**src/rtl/apb_master_driver_pkg.sv**
```systemverilog
// Shared state encoding, protocol widths and default parameter values for the APB master driver.
package apb_master_driver_pkg;

  localparam int PROT_WIDTH         = 3;
  localparam int DEF_ADDR_WIDTH     = 32;
  localparam int DEF_DATA_WIDTH     = 32;
  localparam int DEF_NO_OF_SLAVES   = 1;
  localparam int DEF_TIMEOUT_CYCLES = 16;

  typedef enum logic [1:0] {
    ST_IDLE,
    ST_SETUP,
    ST_ACCESS,
    ST_RESP
  } apb_state_e;

endpackage

```
**src/rtl/apb_master_wait_counter.sv**
```systemverilog
// Counts ACCESS wait states; expired fires on the wait cycle that would reach MAX_CYCLES.
// Single-cycle decision, no backpressure; MAX_CYCLES=0 disables it entirely.
module apb_master_wait_counter #(
  parameter int MAX_CYCLES = 16
) (
  input  logic clk,
  input  logic rst_n,
  input  logic clear,
  input  logic enable,
  output logic expired
);

  generate
    if (MAX_CYCLES == 0) begin : g_off
      logic unused_inputs;
      assign unused_inputs = ^{clk, rst_n, clear, enable};
      assign expired = 1'b0;
    end else begin : g_on
      localparam int CW = (MAX_CYCLES > 1) ? $clog2(MAX_CYCLES) : 1;
      logic [CW-1:0] count;

      always_ff @(posedge clk) begin
        if (!rst_n) begin
          count <= '0;
        end else if (clear) begin
          count <= '0;
        end else if (enable) begin
          count <= count + CW'(1);
        end
      end

      // Abort on the last allowed wait cycle so exactly MAX_CYCLES stalled cycles are seen.
      assign expired = enable && (count == CW'(MAX_CYCLES - 1));
    end
  endgenerate

endmodule

```
**src/rtl/apb_master_driver_fsm.sv**
```systemverilog
// APB initiator: one command -> SETUP/ACCESS on the bus -> one response; 4 cycles minimum per command.
// cmd_ready only in IDLE; response held until rsp_ready; stalled slaves are aborted by the wait counter.
module apb_master_driver_fsm
  import apb_master_driver_pkg::*;
#(
  parameter int ADDR_WIDTH     = DEF_ADDR_WIDTH,
  parameter int DATA_WIDTH     = DEF_DATA_WIDTH,
  parameter int NO_OF_SLAVES   = DEF_NO_OF_SLAVES,
  parameter int TIMEOUT_CYCLES = DEF_TIMEOUT_CYCLES,
  localparam int STRB_WIDTH    = DATA_WIDTH / 8,
  localparam int SEL_WIDTH     = $clog2(NO_OF_SLAVES) + 1
) (
  input  logic                    pclk,
  input  logic                    preset_n,
  input  logic                    cmd_valid,
  output logic                    cmd_ready,
  input  logic [ADDR_WIDTH-1:0]   cmd_addr,
  input  logic                    cmd_write,
  input  logic [DATA_WIDTH-1:0]   cmd_wdata,
  input  logic [STRB_WIDTH-1:0]   cmd_strb,
  input  logic [PROT_WIDTH-1:0]   cmd_prot,
  input  logic [SEL_WIDTH-1:0]    cmd_slave_sel,
  output logic                    rsp_valid,
  input  logic                    rsp_ready,
  output logic [DATA_WIDTH-1:0]   rsp_rdata,
  output logic                    rsp_slverr,
  output logic                    rsp_timeout,
  output logic [NO_OF_SLAVES-1:0] psel,
  output logic                    penable,
  output logic [ADDR_WIDTH-1:0]   paddr,
  output logic                    pwrite,
  output logic [DATA_WIDTH-1:0]   pwdata,
  output logic [STRB_WIDTH-1:0]   pstrb,
  output logic [PROT_WIDTH-1:0]   pprot,
  input  logic                    pready,
  input  logic [DATA_WIDTH-1:0]   prdata,
  input  logic                    pslverr
);

  apb_state_e              state;
  logic                    wait_expired;
  logic [NO_OF_SLAVES-1:0] sel_onehot;
  logic                    sel_ok;

  assign sel_onehot = NO_OF_SLAVES'(1) << cmd_slave_sel;
  assign sel_ok     = cmd_slave_sel < SEL_WIDTH'(NO_OF_SLAVES);
  assign cmd_ready  = (state == ST_IDLE);

  apb_master_wait_counter #(
    .MAX_CYCLES(TIMEOUT_CYCLES)
  ) u_wait_counter (
    .clk    (pclk),
    .rst_n  (preset_n),
    .clear  (state != ST_ACCESS),
    .enable (state == ST_ACCESS && !pready),
    .expired(wait_expired)
  );

  always_ff @(posedge pclk) begin
    if (!preset_n) begin
      state       <= ST_IDLE;
      psel        <= '0;
      penable     <= 1'b0;
      paddr       <= '0;
      pwrite      <= 1'b0;
      pwdata      <= '0;
      pstrb       <= '0;
      pprot       <= '0;
      rsp_valid   <= 1'b0;
      rsp_rdata   <= '0;
      rsp_slverr  <= 1'b0;
      rsp_timeout <= 1'b0;
    end else begin
      case (state)
        ST_IDLE: begin
          if (cmd_valid) begin
            if (sel_ok) begin
              // Bus registers double as the latched command for the whole transfer.
              psel   <= sel_onehot;
              paddr  <= cmd_addr;
              pwrite <= cmd_write;
              pwdata <= cmd_write ? cmd_wdata : '0;
              pstrb  <= cmd_write ? cmd_strb : '0;
              pprot  <= cmd_prot;
              state  <= ST_SETUP;
            end else begin
              rsp_valid   <= 1'b1;
              rsp_slverr  <= 1'b1;
              rsp_timeout <= 1'b0;
              rsp_rdata   <= '0;
              state       <= ST_RESP;
            end
          end
        end
        ST_SETUP: begin
          penable <= 1'b1;
          state   <= ST_ACCESS;
        end
        ST_ACCESS: begin
          if (pready) begin
            psel        <= '0;
            penable     <= 1'b0;
            rsp_valid   <= 1'b1;
            rsp_slverr  <= pslverr;
            rsp_timeout <= 1'b0;
            rsp_rdata   <= (!pwrite && !pslverr) ? prdata : '0;
            state       <= ST_RESP;
          end else if (wait_expired) begin
            psel        <= '0;
            penable     <= 1'b0;
            rsp_valid   <= 1'b1;
            rsp_slverr  <= 1'b1;
            rsp_timeout <= 1'b1;
            rsp_rdata   <= '0;
            state       <= ST_RESP;
          end
        end
        ST_RESP: begin
          if (rsp_ready) begin
            rsp_valid   <= 1'b0;
            rsp_slverr  <= 1'b0;
            rsp_timeout <= 1'b0;
            rsp_rdata   <= '0;
            state       <= ST_IDLE;
          end
        end
        default: state <= ST_IDLE;
      endcase
    end
  end

endmodule

```
**config.mk**
```make
export PLATFORM = sky130hd
export DESIGN_NAME = apb_master_driver_fsm
export DESIGN_NICKNAME = d
export VERILOG_FILES = /design/src/rtl/apb_master_driver_pkg.sv /design/src/rtl/apb_master_wait_counter.sv /design/src/rtl/apb_master_driver_fsm.sv
export SDC_FILE = /design/constraint.sdc
export NUM_CORES = 1
export LEC_CHECK = 0
export CORE_MARGIN = 10
export CORE_UTILIZATION = 41
export DETAILED_ROUTE_END_ITERATION = 8
export GPL_TIMING_DRIVEN = 1
export PLACE_DENSITY = 0.87
export SYNTH_ARGS = -nofsm -noshare
export SYNTH_HDL_FRONTEND = slang
export SYNTH_SLANG_ARGS = --single-unit
```
**constraint.sdc**
```tcl
create_clock -name pclk -period 2.4 [get_ports pclk]
set_clock_uncertainty 0.15 [all_clocks]
set_input_delay 0.24 -clock pclk [delete_from_list [all_inputs] [get_ports pclk]]
set_output_delay 0.24 -clock pclk [all_outputs]
set_load 0.03 [all_outputs]
```
==> impl_metrics.csv <==
group,metric,value,unit
synthesis,synth_top_family_by_area,"simple AND/OR/NAND/NOR gates",
worst_setup_path,critical_path_buf_inv_count,2,
sta,max_slew_margin,72.6,%
worst_setup_path,cp_cell_sequence,"inv_1 > ha_1 > clkdlybuf4s50_1",
synthesis,synthArstFlopShare,0,%
worst_setup_path,crit_arrival,1.83,ns
worst_setup_path,r2r_start,"state[0]$_SDFFE_PN0P_",
pwr,p_leak,0.00273,uW
cells_and_area,antenna_cells,0,
global_routing,grt_max_degree,73,
worst_setup_path,timing.rr.end,"rsp_rdata[21]$_SDFFE_PN0P_",
placement,dpl_worst_slack,0.473,ns
worst_setup_path,slowest_delay,0.72,ns
routing,drc,0,
floorplan,core_area,0.0110,mm2
routing,dr.pass1.iters,4,
synthesis,synth_area_per_cell,8.69,um2
routing,viasPerCell,5.12,
pwr,peakVddDrop,0.676,mV
worst_setup_path,path_max_fanout,6,
sta,timing.final.crit_share,92.5,%
global_routing,grtUsageMet2,33.8,%
routing,drtAntennaViolNets,0,
cells_and_area,num-fill-cells,831,
cts,post_cts_resized,0,
routing,initialDrtViolationCount,383,
floorplan,dieWidth,126,um
outcome,status,"complete, no violations",
floorplan,start_util,42.3,%
worst_hold_path,hold_path.startpoint,"cmd_addr[2]",
cts,clk_latency,0.40,ns
cells_and_area,area_delta_synth_final,60.2,%
job,maxCapViolations,0,
cts,numCtsBuffers,17,
cells_and_area,nNetsFinal,856,
synthesis,syn_nets,651,
sta,finalHoldViolations,0,
worst_setup_path,reg2reg_depth,7,
global_routing,grt_usage,18.9,%
synthesis,yosysTopAreaCell,"dfxtp_1",
worst_setup_path,cp-end-kind,"output pin",
cells_and_area,final_layout_size_suffix_gt1_share,6.12,%
floorplan,boundaryPins,221,
synthesis,netlist.area_leader.share,49.6,%
worst_hold_path,holdPathStages,3,
synthesis,synthMuxAreaShare,8.01,%
global_routing,grt_util_met1,18.6,%
synthesis,yosys-top-cells-count,"nand2_1 (147), dfxtp_1 (115), a21oi_1 (72), nand3_1 (37), mux2i_1 (36)",
worst_setup_path,critPathLaunch,"state[0]$_SDFFE_PN0P_",
synthesis,yosysSeqAreaShare,49.6,%
worst_setup_path,startpoint_type,"flop",
synthesis,synth.cell_area,0.00464,mm2
sta,grt_setup_unrepaired,"no",
sta,finalSetupTns,0,ns
routing,drt-wirelength-per-cell,17.5,um
worst_setup_path,reg2reg_slack,0.46,ns
floorplan,num_rows,38,
cts,clk_pin_slew,0.05,ns
worst_hold_path,worstHoldPathType,"in2reg",
synthesis,synth.distinct_cells,38,
global_routing,antenna_found_initial,0,
sta,worst_pin_slew,0.410,ns
synthesis,yosysMostFrequentCell,"nand2_1",
cts,hold_buffers,0,
global_routing,overflow,0,
placement,port_buffers,220,
worst_hold_path,whs_endpoint,"paddr[2]$_SDFFE_PN0P_",
sta,final-setup-viol-count,0,
cts,cts_setup_buffers,0,
worst_setup_path,critPathKind,"reg2out",
synthesis,synthFlopType,"dfxtp_1",
global_routing,grt_pass1_vias,4701,
sta,worst_slack,0.181,ns
global_routing,use_met3,7.54,%
cts,cts_tree,"yes",
synthesis,ys_ff_latch,115,
worst_setup_path,slowest_stage,"clkdlybuf4s50_1",
synthesis,synth_fa_ha_area_share,1.62,%
synthesis,synth-xor-area-share,0.566,%
synthesis,synth-compound-area-share,10.1,%
sta,post-route-min-period,2.22,ns
global_routing,grt-busiest-layer,"met2",
synthesis,synth-edff-count,0,
worst_setup_path,required,2.01,ns
global_routing,grt_pass1_wl,24600,um
cts,clock_path_buffers,2,
floorplan,dieArea,0.0160,mm2
cts,clockRootBuffer,"clkbuf_16",
routing,via_count,4569,
placement,dp_hpwl,11600,um
routing,routed_wl,15600,um
floorplan,die_h,126,um
synthesis,yosysWarnings,0,
worst_setup_path,crit_family,"buffers and inverters",
cts,ctsHtreeMaxLevel,4,
cts,cts_sinks,115,
placement,gp_congestion,0.825,
sta,slew_violations,0,
synthesis,syn_inst,534,
synthesis,yosys.area_share.simple,24.0,%
sta,max_freq,451,MHz
pwr,p_per_area,888,mW/mm2
synthesis,ys_top_cells_by_area,"dfxtp_1 (50%), nand2_1 (12%), a21oi_1 (7.8%)",
[sequential cells by signal, summed over array words and instances (netlist names)]
| name | cells |
|---|---|
| u_wait_counter.g_on.count | 4 |
| rsp_timeout | 1 |
| paddr | 32 |
| pprot | 3 |
| rsp_valid | 1 |
| state | 2 |
| psel | 1 |
| rsp_rdata | 32 |
| pwdata | 32 |
| pwrite | 1 |
| penable | 1 |
| rsp_slverr | 1 |
| pstrb | 4 |
[logic make-up after synthesis]
group           count (synthesis)
compound gates                 85
xor+xnor                        3
fa+ha+maj                       6
buf+inv                        52
flops                         115
mux                            37
simple gates                  236
[how the worst max path moves through the flow]
stage	to	cells past startpoint	slack [ns]
2_1_floorplan	rsp_rdata[0]$_SDFFE_PN0P_	7	0.53
3_3_place_gp	rsp_rdata[2]$_SDFFE_PN0P_	5	0.54
3_5_place_dp	rsp_rdata[31]$_SDFFE_PN0P_	7	0.47
4_1_cts	cmd_ready	3	0.15
5_1_grt	cmd_ready	3	0.05
6_report	cmd_ready	3	0.18
[per-layer routing]
| metal | up-vias | wire length, um |
|---|---|---|
| met3 | 34 | 1270 |
| li1 | 2202 | - |
| met4 | 0 | 538 |
| met1 | 2160 | 5820 |
| met5 | - | 0 |
| met2 | 173 | 7960 |
[where the power goes]
| group | total, uW | switching, uW | leakage (uW) | internal, uW |
|---|---|---|---|---|
| clock | 2150 | 789 | 0.000256 | 1360 |
| combinational | 2270 | 1230 | 0.00154 | 1040 |
| sequential | 2190 | 100 | 0.000932 | 2090 |
| total | 6600 | 2120 | 0.00273 | 4480 |
[per-stage QoR]
step	util, %	power, uW	cell area [um2]	instances	hold WS, ns
final	67.7	6600	7430	892	0.237
after global routing	67.7	6910	7430	892	0.226
after CTS	67.7	6660	7430	892	0.217
after detailed placement	63.1	4490	6930	860	0.294
after global placement	63.1	4420	6930	860	0.287
after floorplan	-	3790	4640	534	0.226
[cell type report]
class / count / area, um2 / share of cell area, %
inverters: 5 / 18.8 / 0.252
repair buffers: 233 / 2360 / 31.8
clock buffers: 26 / 479 / 6.45
well taps: 140 / 175 / 2.36
flip-flops and latches: 115 / 2300 / 31.0
clock inverters: 6 / 30.0 / 0.404
multi-input cells: 367 / 2070 / 27.8
[worst reg2reg max path: stages, from the launching register on]
cell and delay, ns:
dfxtp_1 0.34, inv_1 0.12, ha_1 0.26, buf_4 0.19, and4b_1 0.20, buf_4 0.33
nand3b_1 0.13, mux2i_1 0.14
[layout by cell type (no fill, tap or decap), drive strengths merged, types with 2 or more instances in the layout]
cell type,n
xor2,2
clkbuf,26
dfxtp,115
nand2,147
nand2b,5
o211ai,2
inv,5
mux2i,36
clkinv,6
nand3,37
a31oi,2
nor2,5
nand3b,34
ha,6
clkdlybuf4s50,220
nor2b,2
buf,13
a21oi,72
o21ai,2
Power figures use the tool's default switching activity.
